`src/rtl/seven_seg_pkg.sv`:
```
// Shared segment encodings for the seven-segment scanner.
// Cathode bit order is {g,f,e,d,c,b,a}, all active-low.
package seven_seg_pkg;

  typedef struct packed {
    logic g;
    logic f;
    logic e;
    logic d;
    logic c;
    logic b;
    logic a;
  } seg_t;

  localparam seg_t SEG_0 = 7'b1000000;
  localparam seg_t SEG_1 = 7'b1111001;
  localparam seg_t SEG_2 = 7'b0100100;
  localparam seg_t SEG_3 = 7'b0110000;
  localparam seg_t SEG_4 = 7'b0011001;
  localparam seg_t SEG_5 = 7'b0010010;
  localparam seg_t SEG_6 = 7'b0000010;
  localparam seg_t SEG_7 = 7'b1111000;
  localparam seg_t SEG_8 = 7'b0000000;
  localparam seg_t SEG_9 = 7'b0011000;
  localparam seg_t SEG_A = 7'b0001000;
  localparam seg_t SEG_B = 7'b0000011;
  localparam seg_t SEG_C = 7'b1000110;
  localparam seg_t SEG_D = 7'b0100001;
  localparam seg_t SEG_E = 7'b0000110;
  localparam seg_t SEG_F = 7'b0001110;

  localparam seg_t SEG_BLANK = 7'b1111111;
  localparam seg_t SEG_DASH  = 7'b0111111;

  localparam seg_t SEG_TABLE [16] = '{
    SEG_0, SEG_1, SEG_2, SEG_3,
    SEG_4, SEG_5, SEG_6, SEG_7,
    SEG_8, SEG_9, SEG_A, SEG_B,
    SEG_C, SEG_D, SEG_E, SEG_F
  };

  function automatic seg_t seg_lookup(input logic [3:0] nib);
    return SEG_TABLE[nib];
  endfunction

endpackage

```
`src/rtl/seg7_hex_decode.sv`:
```
// Combinational nibble-to-segment decode with blanking.
// SEVEN_SEG_HEX_EN selects A-F glyphs; otherwise 10-15 show a dash.
module seg7_hex_decode
  import seven_seg_pkg::*;
(
  input  logic [3:0] nib_i,
  input  logic       blank_i,
  output logic [6:0] seg_o
);

`ifdef SEVEN_SEG_HEX_EN
  localparam bit HEX_EN = 1'b1;
`else
  localparam bit HEX_EN = 1'b0;
`endif

  always_comb begin
    seg_o = seg_lookup(nib_i);
    if (!HEX_EN && (nib_i > 4'd9)) begin
      seg_o = SEG_DASH;
    end
    if (blank_i) begin
      seg_o = SEG_BLANK;
    end
  end

endmodule

```
`src/rtl/seven_seg_scanner.sv`:
```
// Multiplexed seven-segment scanner with frame-synchronous updates.
// Optional hex glyphs via SEVEN_SEG_HEX_EN (see seg7_hex_decode).
module seven_seg_scanner
  import seven_seg_pkg::*;
#(
  parameter int NUM_DIGITS   = 4,
  parameter int REFRESH_DIV  = 100000,
  parameter int GUARD_CYCLES = 4
) (
  input  logic                    clk,
  input  logic                    rst,
  input  logic [4*NUM_DIGITS-1:0] value,
  input  logic [NUM_DIGITS-1:0]   dp_in,
  input  logic [NUM_DIGITS-1:0]   blank_in,
  input  logic                    load,
  output logic [6:0]              cathode,
  output logic                    dp,
  output logic [NUM_DIGITS-1:0]   anode,
  output logic                    update_pending,
  output logic                    frame_done
);

  localparam int CW = (REFRESH_DIV > 1) ? $clog2(REFRESH_DIV) : 1;
  localparam int IW = (NUM_DIGITS > 1) ? $clog2(NUM_DIGITS) : 1;
  localparam int VW = 4 * NUM_DIGITS;

  localparam logic [CW-1:0] CNT_TC    = CW'(REFRESH_DIV - 1);
  localparam logic [CW-1:0] CNT_GUARD = CW'(GUARD_CYCLES);
  localparam logic [IW-1:0] IDX_LAST  = IW'(NUM_DIGITS - 1);

  logic [CW-1:0]         cnt_q, cnt_d;
  logic [IW-1:0]         idx_q, idx_d;
  logic [VW-1:0]         dval_q, dval_d;
  logic [NUM_DIGITS-1:0] ddp_q, ddp_d;
  logic [NUM_DIGITS-1:0] dblk_q, dblk_d;
  logic [VW-1:0]         pval_q, pval_d;
  logic [NUM_DIGITS-1:0] pdp_q, pdp_d;
  logic [NUM_DIGITS-1:0] pblk_q, pblk_d;
  logic                  pend_q, pend_d;
  logic [NUM_DIGITS-1:0] anode_q, anode_d;
  logic [6:0]            cath_q, cath_d;
  logic                  dp_q, dp_d;
  logic                  fdone_q;

  logic       slot_end;
  logic       wrap;
  logic [3:0] nib;
  logic       cur_blk;

  assign slot_end = (cnt_q == CNT_TC);
  assign wrap     = slot_end && (idx_q == IDX_LAST);
  assign nib      = dval_q[{idx_q, 2'b00} +: 4];
  assign cur_blk  = dblk_q[idx_q];

  seg7_hex_decode u_dec (
    .nib_i   (nib),
    .blank_i (cur_blk),
    .seg_o   (cath_d)
  );

  always_comb begin
    cnt_d   = slot_end ? '0 : cnt_q + 1'b1;
    idx_d   = idx_q;
    dval_d  = dval_q;
    ddp_d   = ddp_q;
    dblk_d  = dblk_q;
    pval_d  = pval_q;
    pdp_d   = pdp_q;
    pblk_d  = pblk_q;
    pend_d  = pend_q;
    anode_d = '1;
    dp_d    = cur_blk | ~ddp_q[idx_q];

    if (slot_end) begin
      idx_d = (idx_q == IDX_LAST) ? '0 : idx_q + 1'b1;
    end

    if (cnt_q >= CNT_GUARD) begin
      anode_d[idx_q] = 1'b0;
    end

    // A load landing on the boundary bypasses the pending stage.
    if (load && wrap) begin
      dval_d = value;
      ddp_d  = dp_in;
      dblk_d = blank_in;
      pend_d = 1'b0;
    end else if (load) begin
      pval_d = value;
      pdp_d  = dp_in;
      pblk_d = blank_in;
      pend_d = 1'b1;
    end else if (wrap && pend_q) begin
      dval_d = pval_q;
      ddp_d  = pdp_q;
      dblk_d = pblk_q;
      pend_d = 1'b0;
    end
  end

  always_ff @(posedge clk or posedge rst) begin
    if (rst) begin
      cnt_q   <= '0;
      idx_q   <= '0;
      dval_q  <= '0;
      ddp_q   <= '0;
      dblk_q  <= '0;
      pval_q  <= '0;
      pdp_q   <= '0;
      pblk_q  <= '0;
      pend_q  <= 1'b0;
      anode_q <= '1;
      cath_q  <= SEG_BLANK;
      dp_q    <= 1'b1;
      fdone_q <= 1'b0;
    end else begin
      cnt_q   <= cnt_d;
      idx_q   <= idx_d;
      dval_q  <= dval_d;
      ddp_q   <= ddp_d;
      dblk_q  <= dblk_d;
      pval_q  <= pval_d;
      pdp_q   <= pdp_d;
      pblk_q  <= pblk_d;
      pend_q  <= pend_d;
      anode_q <= anode_d;
      cath_q  <= cath_d;
      dp_q    <= dp_d;
      fdone_q <= wrap;
    end
  end

  assign cathode        = cath_q;
  assign dp             = dp_q;
  assign anode          = anode_q;
  assign update_pending = pend_q;
  assign frame_done     = fdone_q;

endmodule

```
`config.mk`:
```
export PLATFORM = sky130hd
export DESIGN_NAME = seven_seg_scanner
export DESIGN_NICKNAME = d
export VERILOG_FILES = /design/src/rtl/seven_seg_pkg.sv /design/src/rtl/seg7_hex_decode.sv /design/src/rtl/seven_seg_scanner.sv
export SDC_FILE = /design/constraint.sdc
export NUM_CORES = 1
export LEC_CHECK = 0
export ABC_CLOCK_PERIOD_IN_PS = 4070
export BUFFER_PORTS_ARGS = -buffer_cell sky130_fd_sc_hd__buf_2
export CORE_MARGIN = 4
export CORE_UTILIZATION = 50
export DETAILED_ROUTE_END_ITERATION = 16
export PLACE_DENSITY = 0.67
export SLEW_MARGIN = 20
export SYNTH_ARGS = -nofsm -noshare
export SYNTH_HDL_FRONTEND = slang
export SYNTH_SLANG_ARGS = --single-unit
```
`constraint.sdc`:
```
create_clock -name clk -period 4.07 [get_ports clk]
set_input_delay 0.814 -clock clk [delete_from_list [all_inputs] [get_ports clk]]
set_output_delay 0.814 -clock clk [all_outputs]
set_load 0.02 [all_outputs]
```
==> out/metrics.csv <==
metric;value;unit
max_slew_margin;0.382;
finalMaxSlewViolations;0;
antenna_found_initial;0;
firstDrtPassIters;4;
p_leak;1.90;nW
regToRegSetupSlack;1.07;ns
yosysSeqAreaShare;0.496;
routed-via-count;3012;
hp-class;reg2reg;
fillCellCount;700;
die_w;98.7;microns
wirelength;8750;microns
worstSetupPathType;reg2reg;
clock_skew;0.0144;ns
stdcell_count;500;
clk_pin_slew;0.09;ns
synth_area;4120;sq um
dominantRegCellSynth;dfrtp_1;
grt_max_degree;53;
synth_edf_count;0;
synthTopCellsByArea;dfrtp_1 42%, dfstp_2 7.7%, mux2_2 7.1%;
async_flop_share;1.00;
grt_pass1_wl;15300;microns
place_hpwl;5900;microns
area.growth.synth_to_final;11.6;%
detail-route-antenna-nets;0;
start_util;0.524;
grt_usage;0.192;
fin_crit;3.00;ns
r2r-end;pval_q[12];
synth_top_area_cell;dfrtp_1;
dp_cells;484;
timing.fmax;0.334;GHz
cts_tree;built;
antenna_cells;0;
finalSetupViolCount;0;
setup_tns;0;ns
first_global_vias;3104;
critPathArrivalTime;3.22;ns
hold_viol_final;0;
vias_per_cell;6.02;
numCtsBuffers;9;
regToRegStartpoint;cnt_q[13];
synth_cell_type_count;47;
wl_per_cell;17.5;microns
start_kind;register;
crit_start;cnt_q[13];
ys_ff_latch;81;
cts.sinks;81;
rsz0062_at_grt;no;
power_density;354;nW/um^2
cp-endpoint;pval_q[12];
yosysWarnings;0;
clk-insertion-delay-late;0.35;ns
die-area;9750;sq um
cap_violations;0;
worst_pin_slew;0.927;ns
r2r_cells;4;
ios;41;
gp_congestion;0.837;
yosysTopAreaCellShare;0.420;
row_count;32;
ctsHoldBuffers;0;
coreArea;7850;sq um
synth_fp_nets;405;
status;finished, final reports clean;
clk_path_buf_depth;2;
h-tree-depth;3;
cp.required;4.29;ns
drive_above_1_share;0.279;
vdd_drop_max;0.182;mV
cts_setup_buffers;0;
min_period_over_period;0.737;
critPathMaxFanout;25;
grt-ovfl-total;0;
port-buffer-count;40;
cp-end-kind;register;
cts-resized-gates;0;
syn_avg_cell_area;11.2;sq um
die_height;98.7;microns
final_nets;431;
drc;0;
cts-root-buf;clkbuf_8;
synthCells;367;
drt_iter0_markers;158;
critical path: stages, from the launching register on:
cell and delay (ns):
dfrtp_1 0.43, nor4_1 0.63, nand3_2 0.55, o21ai_4 0.83
mux2_2 0.42
flip-flops by register name, indices dropped and copies added, names as in the netlist, 2 cells and up:
| signal | cells |
|---|---|
| ddp_q | 4 |
| pval_q | 16 |
| pblk_q | 4 |
| dval_q | 16 |
| anode | 4 |
| cathode | 7 |
| idx_q | 2 |
| dblk_q | 4 |
| pdp_q | 4 |
| cnt_q | 17 |
per-stage QoR:
step	worst slack [ns]	cell area (sq um)	utilization	power, W	hold WS (ns)
6_report	1.07	4590	0.585	0.00163	0.508
3_5_place_dp	1.05	4360	0.555	0.000943	0.488
4_1_cts	1.05	4590	0.585	0.00164	0.505
5_1_grt	0.746	4590	0.585	0.00169	0.521
3_3_place_gp	1.19	4360	0.555	0.000939	0.480
2_1_floorplan	1.20	4120	-	0.000912	0.464
final cells by class:
type	count	area, sq um	area share
Timing Repair Buffer	46	245	0.0534
Tap cell	102	128	0.0278
Inverter	12	46.3	0.0101
Clock inverter	5	104	0.0226
Sequential cell	81	2040	0.444
Clock buffer	11	131	0.0286
Multi-Input combinational cell	243	1900	0.413
layout by cell type, fill, tap and decap left out, drive strengths merged, types with 11 or more instances in the layout:
cell,instances
buf,46
dfrtp,69
mux2,27
nor2,14
a31oi,24
nand2,16
ha,11
dfstp,12
o31ai,26
o2111ai,24
inv,11
o21ai,26
clkbuf,11
worst min path at each step:
stage | start | end | slack [ns] | depth (start not counted)
final | cnt_q[11] | cnt_q[11] | 0.51 | 1
after global routing | pval_q[11] | pval_q[11] | 0.52 | 1
after CTS | pval_q[11] | pval_q[11] | 0.51 | 1
after detailed placement | pval_q[11] | pval_q[11] | 0.49 | 1
after global placement | pval_q[11] | pval_q[11] | 0.48 | 1
after floorplan | cnt_q[11] | cnt_q[11] | 0.46 | 1
synth_stat cells (5+ instances only):
library cell and count:
a31oi_1 24, and3_1 5, buf_2 7, clkbuf_1 19, dfrtp_1 69, dfstp_2 12, ha_1 11, inv_1 12
mux2_2 26, mux4_2 6, nand2_1 16, nand3_1 5, nand4_1 6, nor2_1 14, o2111ai_1 24, o21ai_0 21
o31ai_1 26, xor2_1 9
logic make-up after synthesis:
family | count (synthesis) | share of synthesized area
adder cells (fa/ha/maj) | 11 | 0.0334
multiplexers | 36 | 0.114
AND/OR/NAND/NOR | 70 | 0.0909
flip-flops | 81 | 0.496
buffers and inverters | 43 | 0.0459
AO/OA/AOI/OAI | 113 | 0.192
XOR/XNOR | 13 | 0.0277
layer usage:
| metal | GRT usage | part of all wire | vias to the layer above |
|---|---|---|---|
| met1 | 0.274 | 0.47 | 1476 |
| li1 | - | - | 1453 |
| met3 | 0.0389 | 0.051 | 7 |
| met2 | 0.295 | 0.46 | 76 |
| met5 | 0 | 0 | - |
| met4 | 0.0630 | 0.012 | 0 |
power breakdown:
group / switching [W] / internal (W) / leakage (nW)
registers: 0.0000130 / 0.000829 / 1.01
logic: 0.0000464 / 0.0000385 / 0.771
clock network: 0.000292 / 0.000409 / 0.118
Power figures use the tool's default switching activity.
